## config.mk

```make
export PLATFORM = sky130hd
export DESIGN_NAME = axi_lite_slave_regs
export DESIGN_NICKNAME = d
export VERILOG_FILES = /design/src/rtl/axi_lite_pkg.sv /design/src/rtl/axi_lite_reg_bank.sv /design/src/rtl/axi_lite_slave_regs.sv
export SDC_FILE = /design/constraint.sdc
export NUM_CORES = 1
export LEC_CHECK = 0
export ABC_AREA = 1
export CAP_MARGIN = 20
export CORE_UTILIZATION = 55
export CTS_CLUSTER_DIAMETER = 50
export DETAILED_ROUTE_END_ITERATION = 10
export GPL_TIMING_DRIVEN = 0
export PLACE_DENSITY = 0.81
export RECOVER_POWER = 100
export SYNTH_ARGS = -nofsm -noshare
export SYNTH_HDL_FRONTEND = slang
export SYNTH_SLANG_ARGS = --single-unit
```

## constraint.sdc

```tcl
create_clock -name aclk -period 2.4 [get_ports aclk]
set_input_delay 0.48 -clock aclk [delete_from_list [all_inputs] [get_ports aclk]]
set_output_delay 0.48 -clock aclk [all_outputs]
set_load 0.01 [all_outputs]
```

## src/rtl/axi_lite_pkg.sv

```systemverilog
// Shared AXI4-Lite types for the control/status link.
// Provides bus-width typedefs, the response code enum, the packed write-request
// payload, and a byte-strobe merge helper used by register storage.
package axi_lite_pkg;

  localparam int unsigned ADDR_W = 32;
  localparam int unsigned DATA_W = 32;
  localparam int unsigned STRB_W = DATA_W / 8;

  typedef logic [ADDR_W-1:0] addr_t;
  typedef logic [DATA_W-1:0] data_t;
  typedef logic [STRB_W-1:0] strb_t;

  typedef enum logic [1:0] {
    RESP_OKAY   = 2'b00,
    RESP_SLVERR = 2'b10
  } resp_t;

  // Write request assembled from independently captured AW and W beats
  typedef struct packed {
    addr_t addr;
    data_t data;
    strb_t strb;
  } wr_req_t;

  // Byte lanes with strb=1 take new_val, the rest keep old_val
  function automatic data_t apply_strb(data_t old_val, data_t new_val, strb_t strb);
    data_t res;
    res = old_val;
    for (int unsigned i = 0; i < STRB_W; i++) begin
      if (strb[i]) res[8*i +: 8] = new_val[8*i +: 8];
    end
    return res;
  endfunction

endpackage

```

## src/rtl/axi_lite_reg_bank.sv

```systemverilog
// NUM_REGS x 32-bit register storage with one byte-strobed write port and one
// combinational read port.
// Ports:
//   clk      clock
//   rst      synchronous active-high reset; every register loads RESET_VAL
//   we       write enable for widx
//   widx     write register index
//   wdata    write data
//   wstrb    write byte enables
//   ridx     read register index
//   rdata_c  combinational read data for ridx (pre-write value on a write edge)
module axi_lite_reg_bank
  import axi_lite_pkg::*;
#(
  parameter int unsigned NUM_REGS  = 16,
  parameter data_t       RESET_VAL = '0
) (
  input  logic                        clk,
  input  logic                        rst,
  input  logic                        we,
  input  logic [$clog2(NUM_REGS)-1:0] widx,
  input  data_t                       wdata,
  input  strb_t                       wstrb,
  input  logic [$clog2(NUM_REGS)-1:0] ridx,
  output data_t                       rdata_c
);

  localparam int unsigned IDX_W = $clog2(NUM_REGS);

  data_t regs_q [NUM_REGS];

  // Storage update
  always_ff @(posedge clk) begin
    if (rst) begin
      for (int unsigned i = 0; i < NUM_REGS; i++) begin
        regs_q[IDX_W'(i)] <= RESET_VAL;
      end
    end else if (we) begin
      regs_q[widx] <= apply_strb(regs_q[widx], wdata, wstrb);
    end
  end

  // NUM_REGS is a power of two, so every index value is a valid entry
  assign rdata_c = regs_q[ridx];

endmodule

```

## src/rtl/axi_lite_slave_regs.sv

```systemverilog
// AXI4-Lite responder fronting NUM_REGS 32-bit read/write registers.
// Independent read (AR/R) and write (AW/W/B) FSMs; accesses at or beyond
// NUM_REGS*4 get SLVERR, return zero data and modify nothing.
// Ports:
//   aclk, areset                  clock, synchronous active-high reset
//   araddr/arvalid/arready        read address channel
//   rdata/rresp/rvalid/rready     read data channel
//   awaddr/awvalid/awready        write address channel
//   wdata/wstrb/wvalid/wready     write data channel
//   bresp/bvalid/bready           write response channel
module axi_lite_slave_regs
  import axi_lite_pkg::*;
#(
  parameter int unsigned NUM_REGS  = 16,
  parameter data_t       RESET_VAL = '0
) (
  input  logic  aclk,
  input  logic  areset,
  input  addr_t araddr,
  input  logic  arvalid,
  output logic  arready,
  output data_t rdata,
  output resp_t rresp,
  output logic  rvalid,
  input  logic  rready,
  input  addr_t awaddr,
  input  logic  awvalid,
  output logic  awready,
  input  data_t wdata,
  input  strb_t wstrb,
  input  logic  wvalid,
  output logic  wready,
  output resp_t bresp,
  output logic  bvalid,
  input  logic  bready
);

  localparam int unsigned IDX_W  = $clog2(NUM_REGS);
  localparam int unsigned HI_LSB = 2 + IDX_W;

  typedef enum logic {R_IDLE, R_DATA} r_state_t;
  typedef enum logic {W_IDLE, W_RESP} w_state_t;

  // Address is inside the decoded window when all bits above the index are zero
  function automatic logic in_range(addr_t a);
    return a[ADDR_W-1:HI_LSB] == '0;
  endfunction

  r_state_t          r_state;
  w_state_t          w_state;
  logic [IDX_W-1:0]  rd_idx;
  logic              rd_hit;
  data_t             rd_word;

  logic              aw_held;
  logic              w_held;
  wr_req_t           wr_req_q;
  wr_req_t           wr_req;
  logic              aw_fire;
  logic              w_fire;
  logic              commit;
  logic              bank_we;
  logic [IDX_W-1:0]  wr_idx;

  // Byte-offset bits never take part in decode
  logic              unused_addr_bits;
  assign unused_addr_bits = ^{araddr[1:0], wr_req.addr[1:0]};

  // Read decode straight off the AR channel
  assign rd_idx = araddr[2 +: IDX_W];
  assign rd_hit = in_range(araddr);

  // Write request: live channel values on their handshake edge, held copies otherwise
  always_comb begin
    aw_fire     = awvalid && awready;
    w_fire      = wvalid && wready;
    wr_req      = wr_req_q;
    if (aw_fire) wr_req.addr = awaddr;
    if (w_fire) begin
      wr_req.data = wdata;
      wr_req.strb = wstrb;
    end
    commit  = (w_state == W_IDLE) && (aw_fire || aw_held) && (w_fire || w_held);
    bank_we = commit && in_range(wr_req.addr);
    wr_idx  = wr_req.addr[2 +: IDX_W];
  end

  axi_lite_reg_bank #(
    .NUM_REGS  (NUM_REGS),
    .RESET_VAL (RESET_VAL)
  ) u_bank (
    .clk     (aclk),
    .rst     (areset),
    .we      (bank_we),
    .widx    (wr_idx),
    .wdata   (wr_req.data),
    .wstrb   (wr_req.strb),
    .ridx    (rd_idx),
    .rdata_c (rd_word)
  );

  // Read FSM: latch data on AR handshake, hold R until accepted
  always_ff @(posedge aclk) begin
    if (areset) begin
      r_state <= R_IDLE;
      arready <= 1'b0;
      rvalid  <= 1'b0;
      rdata   <= '0;
      rresp   <= RESP_OKAY;
    end else begin
      case (r_state)
        R_IDLE: begin
          if (arvalid && arready) begin
            r_state <= R_DATA;
            arready <= 1'b0;
            rvalid  <= 1'b1;
            rdata   <= rd_hit ? rd_word : '0;
            rresp   <= rd_hit ? RESP_OKAY : RESP_SLVERR;
          end else begin
            arready <= 1'b1;
          end
        end
        R_DATA: begin
          if (rready) begin
            r_state <= R_IDLE;
            rvalid  <= 1'b0;
            arready <= 1'b1;
          end
        end
        default: r_state <= R_IDLE;
      endcase
    end
  end

  // Write FSM: collect AW and W in any order, commit once both are present
  always_ff @(posedge aclk) begin
    if (areset) begin
      w_state  <= W_IDLE;
      awready  <= 1'b0;
      wready   <= 1'b0;
      bvalid   <= 1'b0;
      bresp    <= RESP_OKAY;
      aw_held  <= 1'b0;
      w_held   <= 1'b0;
      wr_req_q <= '0;
    end else begin
      case (w_state)
        W_IDLE: begin
          if (commit) begin
            w_state <= W_RESP;
            bvalid  <= 1'b1;
            bresp   <= in_range(wr_req.addr) ? RESP_OKAY : RESP_SLVERR;
            awready <= 1'b0;
            wready  <= 1'b0;
            aw_held <= 1'b0;
            w_held  <= 1'b0;
          end else begin
            // Each channel stalls after its beat until the other one arrives
            if (aw_fire) begin
              aw_held       <= 1'b1;
              wr_req_q.addr <= awaddr;
              awready       <= 1'b0;
            end else begin
              awready <= ~aw_held;
            end
            if (w_fire) begin
              w_held        <= 1'b1;
              wr_req_q.data <= wdata;
              wr_req_q.strb <= wstrb;
              wready        <= 1'b0;
            end else begin
              wready <= ~w_held;
            end
          end
        end
        W_RESP: begin
          if (bready) begin
            w_state <= W_IDLE;
            bvalid  <= 1'b0;
            awready <= 1'b1;
            wready  <= 1'b1;
          end
        end
        default: w_state <= W_IDLE;
      endcase
    end
  end

endmodule

```

Word level (Yosys, flattened, before mapping). Memory sizes are Yosys's and may differ from the RTL's. Cells that the tools add are included.

Register bits after elaboration: 113. Memory bits (writable): 512. Input port bits: 107. Output and inout port bits: 41. Word-level logic and storage cells: 106. Memories: 1.

Memories: u_bank.regs_q (words 16, bits a word 32, read ports 1, clocked after Yosys merged registers in 0, wr ports 16, RTL line axi_lite_reg_bank.sv:30) `data_t regs_q [NUM_REGS];`.

Eq/ne operators: 8. Muxes and demuxes: 51. Bitwise logic cells: 5. Reduce and logical (&&, ||, !) cells: 25.

Operator list (number): two-way mux 32 bit (3); two-way mux 8 bit (12); zero test 26 bit (2); two-way mux 36 bit (1); OR reduction 32 bit (1); two-way mux 1 bit (24); AND reduction 2 bit (11); case mux 1 bit (2 select lines) (7); inequality test 3 bit (second input constant) (4); two-way mux 4 bit (2); inequality test 2 bit (second input constant) (4); logical AND 1 bit (6); inverter 1 bit (5); two-way mux 2 bit (2); nonzero test 2 bit (2); AND reduction 3 bit (1); logical OR 1 bit (2).

Longest topological paths before layout. Gate-level depths: netlist of run 1.

Depth after elaboration: 11. Mapped depth: 13.

Cells and area by module. From an unflattened synthesis of run 1, not the netlist that was laid out.

Cells, all modules: 3515. Area total of the unflattened synthesis: 29474.5 um2.

Modules (own cells, without submodules): axi_lite_reg_bank (times used 1, cells an instance 2814, area an instance 24671.2 um2, sequential area each 15374.7 um2); axi_lite_slave_regs (times used 1, cells an instance 701, area an instance 4803.4 um2, sequential area each 2182.1 um2).

Worst setup path before layout of run 1. Ideal clock, no wire load.

Kind: input port to flip-flop. Start point: input port wvalid. End point: memory u_bank.regs_q[0][16] (netlist bit), enable pin. Data arrival time: 2.100 ns. Data required time: 2.071 ns. Slack: -0.029 ns. Stages: 6. Path buffers: 1. Cells stage by stage: nand2_1 inv_2 o21ai_2 buf_2 nand4_4 nand2_1.

RTL lines: start: declaration (RTL line axi_lite_slave_regs.sv:31) `input logic wvalid,`; end: declaration (RTL line axi_lite_reg_bank.sv:30).

Final worst setup path of run 1.
Start point: input port araddr[3]. End point: register rdata[0].

Cells in the longest elaborated chain, start to end: 2.

Ends and longest elaborated chain: start: declaration (RTL line axi_lite_slave_regs.sv:19) `input addr_t araddr,`; memory (16 x 32 bit); two-way mux 32 bit (RTL line axi_lite_slave_regs.sv:117) `rdata <= rd_hit ? rd_word : '0;`; end signal: assignment (RTL line axi_lite_slave_regs.sv:117); end: declaration (RTL line axi_lite_slave_regs.sv:22) `output data_t rdata,`.

Every way passes these cells. A chain may end at the register's enable or synchronous reset.

==> flow_metrics.env, run 1 <==
export IMPL_power_density_nw_per_um2=716
export IMPL_largest_register_ffs=512
export IMPL_overflow=0
export IMPL_seq_area_frac_synth=0.616
export IMPL_fp_dieH_um=230
export IMPL_reg_top3="u_bank.regs_q: 512 flops, wr_req_q: 66 flops, rdata: 32 flops"
export IMPL_drt_total_wl_um=95300
export IMPL_dpl_cell_area_um2=30800
export IMPL_via_count=24831
export IMPL_finalCritPeriodShare=1.06
export IMPL_rsz0062_at_grt="yes"
export IMPL_ant_nets=0
export IMPL_start_kind="input port"
export IMPL_diodes=0
export IMPL_seqCellArea_um2=17600
export IMPL_routabilityCongestion=0.999
export IMPL_finalHoldViolCount=0
export IMPL_drive_gt1_frac=0.169
export IMPL_nets=3416
export IMPL_die_w_um=230
export IMPL_grt_usage=0.342
export IMPL_outcome="finished, violations left"
export IMPL_viasPerCell=6.15
export IMPL_start_util=0.557
export IMPL_fillCellCount=3440
export IMPL_clk_latency_ps=630
export IMPL_clock_sinks=621
export IMPL_max_freq_mhz=393
export IMPL_drtPass1Iterations=7
export IMPL_multi_input_area_um2=11400
export IMPL_slew_headroom=0.246
export IMPL_cts_clk_slew_worst_paths_ps=60
export IMPL_finalInstanceArea_um2=35800
export IMPL_wl_per_cell_um=23.6
export IMPL_pre_cts_slack_ps=-1510
export IMPL_drc=0
export IMPL_drv_slew=0
export IMPL_rows=83
export IMPL_grt_max_degree=15
export IMPL_cts_tree="built"
export IMPL_worst_slew_pin_transition_ps=1130
export IMPL_setup_viol=117
export IMPL_skew_ps=37.5
export IMPL_fin_crit_ps=2550
export IMPL_drtIter0Drc=3670
export IMPL_cts_buffers=66
export IMPL_max_vdd_ir_drop_uv=446
export IMPL_worst_slack_ps=-145
export IMPL_cts_path_max_buffers=3
export IMPL_syn_area_per_cell_um2=9.57
export IMPL_yosysUniqueCellTypes=29
export IMPL_dieArea_um2=52700
export IMPL_cap_violations=0
export IMPL_crit_type="input port to flip-flop"
export IMPL_core_area_um2=51200
export IMPL_hold_buffers=0
export IMPL_grt_first_pass_wirelength_um=135000
export IMPL_synth_cells=2977
export IMPL_cp_arrival_ps=2990
export IMPL_post_place_cells=3797
export IMPL_dp_hpwl_um=63900
export IMPL_required_ps=2850
export IMPL_layout_commonest_cell="nand2_1"
export IMPL_clockRootBuffer="clkbuf_16"
export IMPL_finalNonFillerCells=4038
export IMPL_hp_class="flip-flop to flip-flop"
export IMPL_syn_to_final_growth_pct=25.8
export IMPL_largest_register="u_bank.regs_q"
export IMPL_end_kind="flip-flop"
export IMPL_yosysWarnings=0
export IMPL_htree_levels=3
export IMPL_io_pins=148
export IMPL_final_cell_mix="nand2_1 (620), nor2_1 (568), nand3_1 (515), edfxtp_1 (512), clkdlybuf4s50_1 (137)"
export IMPL_grt_pass1_vias=23461
export IMPL_p_leak_nw=13.1
export IMPL_synthesis_area_um2=28500
export IMPL_antenna_found_initial=1
export IMPL_critical_path_max_fanout=10
export IMPL_violations="negative setup slack"
export IMPL_synth_seq_cells=621
export IMPL_port_buffer_count=138
cell families (layout without fill, tap and decap cells):
| group | Yosys count | count (layout) | share of synthesized area |
|---|---|---|---|
| compound gates | 132 | 132 | 0.0239 |
| buf+inv | 249 | 629 | 0.0356 |
| flops | 621 | 621 | 0.616 |
| mux | 32 | 32 | 0.0112 |
| other cells | 1 | 2 | 0.000132 |
| simple gates | 1942 | 1942 | 0.313 |
worst paths after layout:
check / startpoint / end / slack [ps] / cells after the start
max: araddr[3] / rdata[0] / -150 / 9
min: aw_held / aw_held / 460 / 2
max reg2reg: awready / u_bank.regs_q[8][16] / -90 / 14
min reg2reg: aw_held / aw_held / 460 / 2
Yosys cell counts:
cell / count / share of area
clkbuf_1: 165 / 0.022
buf_4: 5 / 0.0013
inv_1: 37 / 0.0049
a21oi_1: 105 / 0.018
o21ai_1: 10 / 0.0018
o211ai_1: 1 / 0.00026
mux2i_1: 32 / 0.011
clkinv_1: 1 / 0.00013
o21ai_2: 4 / 0.0012
o21a_1: 1 / 0.00026
inv_2: 3 / 0.00040
dfxtp_1: 109 / 0.077
nand4_1: 9 / 0.0020
o21ai_0: 10 / 0.0018
nor3_1: 4 / 0.00070
nor2_1: 632 / 0.083
nand4_4: 49 / 0.037
buf_6: 5 / 0.0020
conb_1: 1 / 0.00013
nor4_1: 3 / 0.00066
buf_2: 19 / 0.0033
a31oi_1: 1 / 0.00022
nand4_2: 6 / 0.0026
nor2_2: 11 / 0.0024
nand3_1: 520 / 0.091
nand2_1: 707 / 0.093
buf_1: 14 / 0.0018
and2_0: 1 / 0.00022
edfxtp_1: 512 / 0.54
layer usage:
layer / vias up / part of all wire / track usage
met3: 441 / 0.13 / 0.0803
met1: 11613 / 0.34 / 0.410
met2: 1922 / 0.47 / 0.555
met4: 4 / 0.071 / 0.217
met5: - / 0.0010 / 0.00919
li1: 10851 / - / -
power by group:
| part | internal [W] | total, W | switching, W |
|---|---|---|---|
| registers | 0.0120 | 0.0122 | 0.000178 |
| clock network | 0.00583 | 0.0102 | 0.00433 |
| logic | 0.000917 | 0.00332 | 0.00240 |
| total | 0.0188 | 0.0257 | 0.00691 |
area by class of cell:
type                       instances  share of cell area
buffer                           208              0.0307
clock buffer                      92              0.0547
clock inverter                    25             0.00457
inverter                          41             0.00429
multi-input combinational       2108               0.317
sequential                       621               0.490
tap                              680              0.0237
timing repair buffer             263              0.0748
per-stage QoR:
| step | power, W | hold slack [ps] | setup TNS (ps) | util |
|---|---|---|---|---|
| floorplan | 0.0140 | 430 | 0 | - |
| global placement | 0.0150 | 440 | -1032490 | 0.601 |
| detailed placement | 0.0151 | 456 | -1074650 | 0.601 |
| CTS | 0.0251 | 465 | -9850 | 0.677 |
| global route | 0.0262 | 485 | -31210 | 0.700 |
| finish | 0.0257 | 463 | -3060 | 0.700 |
critical path: stages:
cell             delay (ps)
clkdlybuf4s50_1         480
inv_1                   120
clkbuf_2                440
clkbuf_1                540
nand3_1                 300
nand3_1                 150
nand3_1                 210
nand3_1                 190
a21oi_1                  80
timing repair:
| item | in CTS | in global routing |
|---|---|---|
| endpoints found under the setup margin | 1116 | 1032 |
| setup buffers | 73 | 43 |
| hold endpoints to repair | 0 | 0 |
| gates cloned | 7 | 2 |
| resized for setup | 274 | 233 |
| pin swaps | 35 | 52 |
(Power assumes the default switching activity.)
==> run 2, diff against run 1 <==
--- a/config.mk
+++ b/config.mk
@@ -13,6 +13,7 @@
 export GPL_TIMING_DRIVEN = 0
 export PLACE_DENSITY = 0.81
 export RECOVER_POWER = 100
+export SKIP_CTS_REPAIR_TIMING = 1
 export SYNTH_ARGS = -nofsm -noshare
 export SYNTH_HDL_FRONTEND = slang
 export SYNTH_SLANG_ARGS = --single-unit
==> flow_metrics.env, run 2 (synthesis gave the netlist of run 1 again) <==
export IMPL_max_vdd_ir_drop_uv=448
export IMPL_final_cell_mix="nand2_1 (618), nor2_1 (605), nand3_1 (514), edfxtp_1 (512), clkbuf_1 (131)"
export IMPL_violations="negative setup slack"
export IMPL_power_density_nw_per_um2=715
export IMPL_cp_slowest_cell="dfxtp_4"
export IMPL_drtIter0Drc=3739
export IMPL_critPathTopFamily="simple AND/OR/NAND/NOR gates"
export IMPL_critical_path_max_fanout=10
export IMPL_core_area_um2=51200
export IMPL_cap_violations=0
export IMPL_clock_sinks=621
export IMPL_finalCritPeriodShare=1.10
export IMPL_dp_hpwl_um=63900
export IMPL_end_kind="flip-flop"
export IMPL_wl_per_cell_um=23.1
export IMPL_skew_ps=31.1
export IMPL_grt_usage=0.325
export IMPL_cp_arrival_ps=2950
export IMPL_crit_buf_inv=4
export IMPL_crit_type="flip-flop to flip-flop"
export IMPL_drv_slew=0
export IMPL_grt_first_pass_wirelength_um=128000
export IMPL_diodes=0
export IMPL_clk_latency_ps=630
export IMPL_io_pins=148
export IMPL_whs_ps=462
export IMPL_reg_top3="u_bank.regs_q: 512 flops, wr_req_q: 66 flops, rdata: 32 flops"
export IMPL_cts_buffers=66
export IMPL_overflow=0
export IMPL_setup_viol=917
export IMPL_die_w_um=230
export IMPL_rsz0062_at_grt="yes"
export IMPL_largest_register="u_bank.regs_q"
export IMPL_via_count=24771
export IMPL_worst_slack_ps=-235
export IMPL_layout_commonest_cell="nand2_1"
export IMPL_nets=3450
export IMPL_slew_headroom=0.103
export IMPL_drtPass1Iterations=8
export IMPL_rows=83
export IMPL_slowest_delay_ps=400
export IMPL_total_power_w=0.0256
export IMPL_dieArea_um2=52700
export IMPL_cts_clk_slew_worst_paths_ps=70
export IMPL_p_leak_nw=13.3
export IMPL_required_ps=2710
export IMPL_drt_total_wl_um=94000
export IMPL_setup_tns_ps=-93750
export IMPL_start_kind="flip-flop"
export IMPL_syn_to_final_growth_pct=25.4
export IMPL_antenna_found_initial=0
export IMPL_largest_register_ffs=512
export IMPL_finalHoldViolCount=0
export IMPL_grt_max_degree=15
export IMPL_drc=0
export IMPL_path_cells="buf_2, nand3_1, nand2_1, nand2_1, nor2_1, nand3_2, nor2_4, buf_12, buf_16, buf_12, nand4_4, nand2_4"
export IMPL_port_buffer_count=138
export IMPL_grt_pass1_vias=22388
export IMPL_routabilityCongestion=0.999
export IMPL_hp_class="flip-flop to flip-flop"
export IMPL_htree_levels=3
export IMPL_pre_cts_slack_ps=-1510
export IMPL_cts_path_max_buffers=3
export IMPL_fp_dieH_um=230
export IMPL_worst_slew_pin_transition_ps=1350
export IMPL_fin_crit_ps=2630
export IMPL_viasPerCell=6.08
export IMPL_outcome="finished, violations left"
export IMPL_drive_gt1_frac=0.166
export IMPL_clockRootBuffer="clkbuf_16"
export IMPL_final_core_util=0.698
export IMPL_max_freq_mhz=380
export IMPL_ant_nets=0
export IMPL_cts_tree="built"
export IMPL_start_util=0.557
## run 2: power breakdown
part / total [W] / internal, W / switching, W
Sequential: 0.0122 / 0.0120 / 0.000166
Combinational: 0.00322 / 0.000864 / 0.00236
Clock: 0.0101 / 0.00583 / 0.00432
## run 2: metrics by stage
stage / instances / instance area (µm²)
final: 4072 / 35700
after global routing: 4072 / 35700
after CTS: 3914 / 32900
after detailed placement: 3797 / 30800
after global placement: 3796 / 30700
after floorplan: 2978 / 28500
## run 2: layout make-up
class / instances / area (µm²)
well taps: 680 / 851
fillers: 3475 / 15500
inverters: 41 / 154
plain buffers: 208 / 1090
flip-flops and latches: 621 / 17600
clock buffers: 92 / 1960
clock inverters: 25 / 164
multi-input cells: 2110 / 11100
repair buffers: 295 / 2820
## run 2: routing by layer
layer	global-route usage	up-vias	part of all wire
met5	0.00551	-	0
met4	0.178	0	0.069
met3	0.0690	369	0.12
met2	0.532	1877	0.46
met1	0.401	11622	0.35
li1	-	10903	-
## run 2: tightest hold or removal path, cell delays in order (launching register included)
cell and delay, ps:
dfxtp_1 310, nand2_1 60, a21oi_1 50
## run 2: path summary, 6_finish.rpt
| path | start | end | slack (ps) | depth (start not counted) |
|---|---|---|---|---|
| worst min register to register | rdata[19] | rdata[19] | 460 | 2 |
| worst min-delay path | rdata[19] | rdata[19] | 460 | 2 |
| worst max-delay path | awready | u_bank.regs_q[7][21] | -230 | 12 |
| worst max register to register | awready | u_bank.regs_q[7][21] | -230 | 12 |
